**src/rtl/alu_issue_ctrl.sv**
```systemverilog
// Issue controller for a combinational 32-bit ALU: decodes ALUOp/funct, drives registered
// operands and function code, captures the ALU result and returns it over valid/ready.
module alu_issue_ctrl #(
   parameter int unsigned WIDTH = 32
) (
   input  logic             clk,
   input  logic             rst,
   input  logic             in_valid,
   output logic             in_ready,
   input  logic [1:0]       in_aluop,
   input  logic [5:0]       in_funct,
   input  logic [WIDTH-1:0] in_a,
   input  logic [WIDTH-1:0] in_b,
   output logic [WIDTH-1:0] alu_a,
   output logic [WIDTH-1:0] alu_b,
   output logic [3:0]       alu_f,
   input  logic [WIDTH-1:0] alu_y,
   output logic             out_valid,
   input  logic             out_ready,
   output logic [WIDTH-1:0] out_y,
   output logic             out_zero,
   output logic             out_err
);

   localparam logic [3:0] FAnd = 4'b0000;
   localparam logic [3:0] FOr  = 4'b0001;
   localparam logic [3:0] FAdd = 4'b0010;
   localparam logic [3:0] FSub = 4'b0110;
   localparam logic [3:0] FSlt = 4'b0111;

   typedef enum logic [1:0] {
      StIdle,
      StExec,
      StResp
   } state_e;

   state_e           r_state;
   state_e           w_state_d;

   logic [WIDTH-1:0] r_alu_a;
   logic [WIDTH-1:0] r_alu_b;
   logic [3:0]       r_alu_f;
   logic [WIDTH-1:0] r_out_y;
   logic             r_out_zero;
   logic             r_out_err;

   logic [3:0]       w_dec_f;
   logic             w_dec_err;
   logic             w_accept;
   logic             w_capture;

   // ALUOp 00/01 force ADD/SUB for loads, stores and branches; 1x defers to funct.
   always_comb begin
      w_dec_f   = FAdd;
      w_dec_err = 1'b0;
      if (in_aluop == 2'b00) begin
         w_dec_f = FAdd;
      end else if (in_aluop == 2'b01) begin
         w_dec_f = FSub;
      end else begin
         case (in_funct)
            6'b100000: w_dec_f = FAdd;
            6'b100010: w_dec_f = FSub;
            6'b100100: w_dec_f = FAnd;
            6'b100101: w_dec_f = FOr;
            6'b101010: w_dec_f = FSlt;
            default: begin
               w_dec_f   = r_alu_f;
               w_dec_err = 1'b1;
            end
         endcase
      end
   end

   assign w_accept  = in_valid && (r_state == StIdle);
   assign w_capture = (r_state == StExec);

   always_comb begin
      w_state_d = r_state;
      unique case (r_state)
         StIdle: begin
            if (in_valid) begin
               w_state_d = w_dec_err ? StResp : StExec;
            end
         end
         StExec: w_state_d = StResp;
         StResp: begin
            if (out_ready) begin
               w_state_d = StIdle;
            end
         end
         default: w_state_d = StIdle;
      endcase
   end

   always_ff @(posedge clk) begin
      if (rst) begin
         r_state <= StIdle;
      end else begin
         r_state <= w_state_d;
      end
   end

   always_ff @(posedge clk) begin
      if (rst) begin
         r_alu_a    <= '0;
         r_alu_b    <= '0;
         r_alu_f    <= 4'b0000;
         r_out_y    <= '0;
         r_out_zero <= 1'b0;
         r_out_err  <= 1'b0;
      end else begin
         if (w_accept) begin
            r_alu_a <= in_a;
            r_alu_b <= in_b;
            if (!w_dec_err) begin
               r_alu_f <= w_dec_f;
            end else begin
               // Error responses skip the ALU entirely.
               r_out_y    <= '0;
               r_out_zero <= 1'b1;
               r_out_err  <= 1'b1;
            end
         end
         if (w_capture) begin
            r_out_y    <= alu_y;
            r_out_zero <= (alu_y == '0);
            r_out_err  <= 1'b0;
         end
      end
   end

   assign in_ready  = (r_state == StIdle);
   assign out_valid = (r_state == StResp);
   assign alu_a     = r_alu_a;
   assign alu_b     = r_alu_b;
   assign alu_f     = r_alu_f;
   assign out_y     = r_out_y;
   assign out_zero  = r_out_zero;
   assign out_err   = r_out_err;

endmodule

```
**config.mk**
```make
export PLATFORM = sky130hd
export DESIGN_NAME = alu_issue_ctrl
export DESIGN_NICKNAME = d
export VERILOG_FILES = /design/src/rtl/alu_issue_ctrl.sv
export SDC_FILE = /design/constraint.sdc
export NUM_CORES = 1
export LEC_CHECK = 0
export ABC_AREA = 1
export CAP_MARGIN = 10
export CELL_PAD_IN_SITES_DETAIL_PLACEMENT = 1
export CELL_PAD_IN_SITES_GLOBAL_PLACEMENT = 1
export CORE_MARGIN = 5
export CORE_UTILIZATION = 26
export DETAILED_ROUTE_END_ITERATION = 8
export GPL_TIMING_DRIVEN = 0
export PLACE_DENSITY_LB_ADDON = 0.1
export RECOVER_POWER = 100
export SLEW_MARGIN = 20
export SYNTH_ARGS = -nofsm -noshare
export SYNTH_HDL_FRONTEND = slang
export SYNTH_SLANG_ARGS = --single-unit
```
**constraint.sdc**
```tcl
create_clock -name clk -period 1.6 [get_ports clk]
set_clock_uncertainty 0.1 [all_clocks]
set_input_delay 0.32 -clock clk [delete_from_list [all_inputs] [get_ports clk]]
set_output_delay 0.32 -clock clk [all_outputs]
set_load 0.05 [all_outputs]
```
==> results of run 1 <==
[through the flow]
stage | setup slack (ns) | cell area [um2] | TNS, ns
6_report | 0.0836 | 6790 | 0
5_1_grt | 0.0101 | 6790 | 0
4_1_cts | 0.00295 | 6660 | 0
3_5_place_dp | -0.437 | 6210 | -27.52
3_3_place_gp | -0.397 | 6210 | -23.56
2_1_floorplan | 0.108 | 3890 | 0
[sequential cells by signal, indices dropped and copies added, names as in the netlist]
name and cells:
alu_a 32, alu_b 32, out_y 32, alu_f 3, r_state 2, out_err 1
out_zero 1
[logic make-up (layout without fill, tap and decap cells)]
kind of cell,after synthesis,count (layout),share of synthesized area [%]
flip-flops,103,103,53.0
other,1,2,0.0965
buffers and inverters,49,277,6.21
AND/OR/NAND/NOR,247,247,26.6
AO/OA/AOI/OAI,108,108,14.1
[report_power, final]
group	internal (W)	total [W]	switching [W]
sequential	0.00276	0.00286	0.000103
clock	0.00134	0.00229	0.000952
combinational	0.000689	0.00190	0.00121
[cell usage after synthesis]
master / number / area (um2)
nor2_1: 153 / 574
dfxtp_1: 103 / 2060
o21ai_0: 68 / 340
nand2_1: 48 / 180
a21oi_1: 35 / 175
nand3_1: 31 / 155
clkbuf_1: 19 / 71.3
inv_1: 13 / 48.8
buf_2: 7 / 35.0
buf_4: 6 / 45.0
nand3_2: 4 / 40.0
nor3_1: 3 / 15.0
buf_6: 2 / 22.5
nor2_2: 2 / 12.5
o21ai_1: 2 / 10.0
a21oi_2: 1 / 8.76
a31oi_1: 1 / 6.26
buf_8: 1 / 15.0
conb_1: 1 / 3.75
inv_2: 1 / 3.75
nand2_2: 1 / 6.26
nand3_4: 1 / 17.5
nand3b_1: 1 / 7.51
nand4_1: 1 / 6.26
nor2_4: 1 / 11.3
o21a_1: 1 / 7.51
or2_2: 1 / 6.26
[layout make-up]
cell class,count,area [um2]
clock buffer,13,270
clock inverter,3,40.0
multi-input combinational,356,1650
timing repair buffer,212,2270
inverter,14,52.6
fill,1749,7800
tap,184,230
buffer,35,209
sequential,103,2060
antenna,1,2.50
[routing by layer]
layer / global-route usage (%) / wire length [um] / vias to the layer above
met4: 6.00 / 280 / 0
met3: 7.21 / 1320 / 15
met5: 0 / 0 / -
met1: 17.9 / 5900 / 1913
li1: - / - / 2088
met2: 27.1 / 6950 / 125
[worst reg2reg max path: stages, from the launching register on]
cell,delay [ns]
dfxtp_1,0.36
nor2_4,0.11
nand2_2,0.08
inv_2,0.16
nand3_4,0.19
clkbuf_16,0.21
nand3_1,0.06
a21oi_1,0.06
[placed cells by master, fill, tap and decap left out, types with 11 or more instances in the layout]
cell / n
nor2_1: 150
o21ai_0: 68
clkdlybuf4s50_1: 99
nand2_1: 46
inv_1: 11
a21oi_1: 34
nand3_1: 28
dfxtp_1: 102
clkdlybuf4s15_2: 101
[worst paths after layout]
| path | to | slack [ns] | cells past startpoint |
|---|---|---|---|
| max | out_y[26] | 0.08 | 1 |
| min | out_y[31] | 0.17 | 2 |
| min reg2reg | alu_f[0] | 0.37 | 2 |
| max reg2reg | out_y[9] | 0.13 | 7 |
[timing repair]
item / in CTS / in global routing
buffers inserted: 0 / 2
hold buffers: 0 / 0
pin swaps: 0 / 5
cloned: 0 / 1
resized for setup: 317 / 43
setup endpoints to repair: 132 / 89
==> flow_summary.yaml, run 1 <==
timing:
  timing.hold.ws_ns: 0.173
  drv_slew: 0
  fmaxAchievable_mhz: 659
  finalSetupViolations: 0
  period_share_pct: 94.8
  rsz0062_at_grt: "false"
  hold_viol: 0
  fin_crit_ns: 1.52
clock_tree:
  htree_levels: 3
  clock-root-buffer: "clkbuf_16"
  tritoncts: "done"
  clk_latency_ns: 0.34
  clk_path_buf_depth: 2
  clkSinkCount: 103
  clk_pin_slew_ns: 0.07
  numCtsBuffers: 9
setup_path:
  end_kind: "primary output"
  arrival_ns: 1.10
  r2r-start: "r_state[0]"
  path_cells: "clkdlybuf4s15_2"
  crit_family: "buffers and inverters"
  worstPathBufferInverterCount: 1
  slowest_delay_ns: 0.39
  worstPathMaxFanout: 2
  worstSetupStartpoint: "out_y[26]"
  required_ns: 1.18
  crit_slowest_cell: "clkdlybuf4s15_2"
  start_kind: "flop"
  critical_path_class: "flop to primary output"
placement:
  dpl.cell_count: 901
  routabilityCongestion: 0.783
  hpwl_um: 11200
  io_buffers: 209
logic_synthesis:
  synth.avg_cell_area_um2: 7.65
  ys.warnings.count: 0
  syn_nets: 616
  netlist_instances: 508
  seq_area_frac_synth_pct: 53.0
  synth_seq_cells: 103
  syn_area_um2: 3890
  synth.distinct_cells: 27
global_routing:
  antenna_found_initial: 1
  grt_max_degree: 16
  grt_pass1_vias: 4432
  grt_pass1_wl_um: 23000
  grt_util_all_layers_pct: 16.1
  overflow: 0
die:
  die_area_um2: 17500
  die_w_um: 132
  coreArea_um2: 14600
  rows: 44
  start_util_pct: 26.6
  die_y_um: 132
  ioPinCount: 212
layout:
  utilization_pct: 46.5
  drive_gt1_share_pct: 23.4
  finalNetCount: 839
  area_growth_pct: 74.5
  final_cells: 921
route:
  drt-wirelength-per-cell_um: 15.7
  viasPerCell: 4.50
  vias: 4141
  ant_nets: 0
  dr.pass1.iters: 4
  drt_iter0_drc: 104
  route.detailed.drc: 0
  drt_wl_total_um: 14500
power_and_ir_drop:
  peakVddDrop_mv: 0.461
  p_leak_nw: 2.65
  power_w: 0.00705
  power_density_nw_per_um2: 1040
min_path:
  hold_path.class: "input port to flop"
  hp-start: "rst"
run_status:
  status: "finished, final reports clean"
flow_run:
  maxCapViolations: 0
Note: power is estimated with default switching activity, not from simulation.
==> run 2: changes to the inputs <==
--- a/config.mk
+++ b/config.mk
@@ -10,7 +10,7 @@
 export CELL_PAD_IN_SITES_DETAIL_PLACEMENT = 1
 export CELL_PAD_IN_SITES_GLOBAL_PLACEMENT = 1
 export CORE_MARGIN = 5
-export CORE_UTILIZATION = 26
+export CORE_UTILIZATION = 28
 export DETAILED_ROUTE_END_ITERATION = 8
 export GPL_TIMING_DRIVEN = 0
 export PLACE_DENSITY_LB_ADDON = 0.1
==> constraint.sdc (replaced) <==
create_clock -name clk -period 1.9 [get_ports clk]
set_clock_uncertainty 0.1 [all_clocks]
set_input_delay 0.38 -clock clk [delete_from_list [all_inputs] [get_ports clk]]
set_output_delay 0.38 -clock clk [all_outputs]
set_load 0.05 [all_outputs]
==> flow_summary.yaml, run 2 (synthesis results as in run 1) <==
placement:
  routabilityCongestion: 0.767
  placed_area_um2: 6200
  io_buffers: 209
  dpl.cell_count: 897
  hpwl_um: 11000
  dp_slack_ns: -0.208
setup_path:
  end_kind: "primary output"
  start_kind: "flop"
  required_ns: 1.42
  arrival_ns: 1.34
  worstPathMaxFanout: 4
  crit_slowest_cell: "clkdlybuf4s15_1"
  path_cells: "nor2_2 -> clkdlybuf4s15_1"
  slowest_delay_ns: 0.53
  critical_path_class: "flop to primary output"
  worstPathBufferInverterCount: 1
  crit_family: "buffers and inverters"
timing:
  finalSetupViolations: 0
  fin_setup_tns_ns: 0
  fin_crit_ns: 1.82
  setup_slack_ns: 0.0836
  period_share_pct: 95.6
  fmaxAchievable_mhz: 551
  drv_slew: 0
  worstMarginPinSlew_ns: 0.556
  hold_viol: 0
  rsz0062_at_grt: "false"
  max-slew-margin-rel_pct: 63.1
die:
  die_w_um: 128
  die_y_um: 128
  start_util_pct: 28.2
  coreArea_um2: 13800
  rows: 43
  die_area_um2: 16300
  ioPinCount: 212
layout:
  final_cell_mix: "153 x nor2_1, 106 x clkdlybuf4s50_1, 103 x dfxtp_1"
  area_growth_pct: 62.1
  finalNetCount: 836
  final_cells: 911
  drive_gt1_share_pct: 4.79
  utilization_pct: 45.7
  n_antenna_cell: 0
  stdcell_area_um2: 6300
  fillers: 1731
  final_common_cell: "nor2_1"
clock_tree:
  clk_pin_slew_ns: 0.06
  postCtsSetupBuffers: 0
  clkSinkCount: 103
  clock-root-buffer: "clkbuf_16"
  clk_path_buf_depth: 2
  cts_hold_buf: 0
  tritoncts: "done"
  numCtsBuffers: 9
  htree_levels: 3
  clk_latency_ns: 0.34
power_and_ir_drop:
  swShare_pct: 33.0
  pwr-share-comb_pct: 26.5
  power_density_nw_per_um2: 889
  p_int_w: 0.00376
  power_frac_clock_pct: 30.7
  peakVddDrop_mv: 0.384
  p_leak_nw: 2.84
  p_switching_w: 0.00185
  sequentialPowerShare_pct: 42.8
global_routing:
  antenna_found_initial: 0
  met2_usage_pct: 28.6
  top_usage_layer: "met2"
  grt_max_degree: 15
  use_met1_pct: 19.2
  grt_util_met3_pct: 6.96
  grt_pass1_wl_um: 22200
  overflow: 0
  grt_util_all_layers_pct: 17.0
  grt_pass1_vias: 4420
route:
  drt_wl_total_um: 13900
  vias: 4153
  drt_iter0_drc: 171
  ant_nets: 0
  route.detailed.drc: 0
  dr.pass1.iters: 4
  drt-wirelength-per-cell_um: 15.2
  viasPerCell: 4.56
flow_run:
  maxCapViolations: 0
min_path:
  hold_path.class: "input port to flop"
run_status:
  status: "finished, final reports clean"
==> run 2: power groups by stage <==
stage          sequential, W  combinational (W)  clock [W]
6_report             0.00240            0.00149    0.00172
3_3_place_gp         0.00245            0.00160          0
3_5_place_dp         0.00246            0.00163          0
5_1_grt              0.00242            0.00160    0.00190
2_1_floorplan        0.00300           0.000389          0
4_1_cts              0.00240            0.00152    0.00179
==> run 2: path summary, 6_finish.rpt <==
kind         startpoint         to  cells after the start  slack (ns)
max          r_state[0]   in_ready                      2        0.08
min                 rst   out_y[1]                      2        0.23
max reg2reg  r_state[0]  alu_b[18]                      7        0.28
min reg2reg    alu_f[0]   alu_f[0]                      2        0.37
==> run 2: layout make-up <==
type	count	area [um2]	area share, %
sequential	103	2060	32.7
clock inverter	1	5.00	0.0794
clock buffer	13	260	4.13
inverter	14	52.6	0.834
timing repair buffer	209	1960	31.1
buffer	35	174	2.76
tap	180	225	3.57
multi-input combinational	356	1560	24.8
==> run 2: layer usage <==
metal | share of wire (%) | vias up | wire length, um
met3 | 9.6 | 16 | 1340
met2 | 49 | 128 | 6740
met1 | 40 | 1932 | 5490
met4 | 2.1 | 0 | 295
li1 | - | 2077 | -
met5 | 0 | - | 0
==> run 2: through the flow <==
step	hold WS, ns	power, W
floorplan	0.428	0.00339
global placement	0.347	0.00405
detailed placement	0.364	0.00408
CTS	0.220	0.00571
global route	0.253	0.00592
finish	0.229	0.00560
==> run 2: repair_timing <==
item	CTS	global route
gates resized for setup	103	3
cloned	0	0
endpoints found under the setup margin	103	2
==> run 3: changes to the inputs <==
--- a/config.mk
+++ b/config.mk
@@ -12,6 +12,7 @@
 export CORE_MARGIN = 5
 export CORE_UTILIZATION = 28
 export DETAILED_ROUTE_END_ITERATION = 8
+export GPL_ROUTABILITY_DRIVEN = 1
 export GPL_TIMING_DRIVEN = 0
 export PLACE_DENSITY_LB_ADDON = 0.1
 export RECOVER_POWER = 100
==> results of run 3 <==
The final DEF is identical to that of run 2; final timing and power are the same.
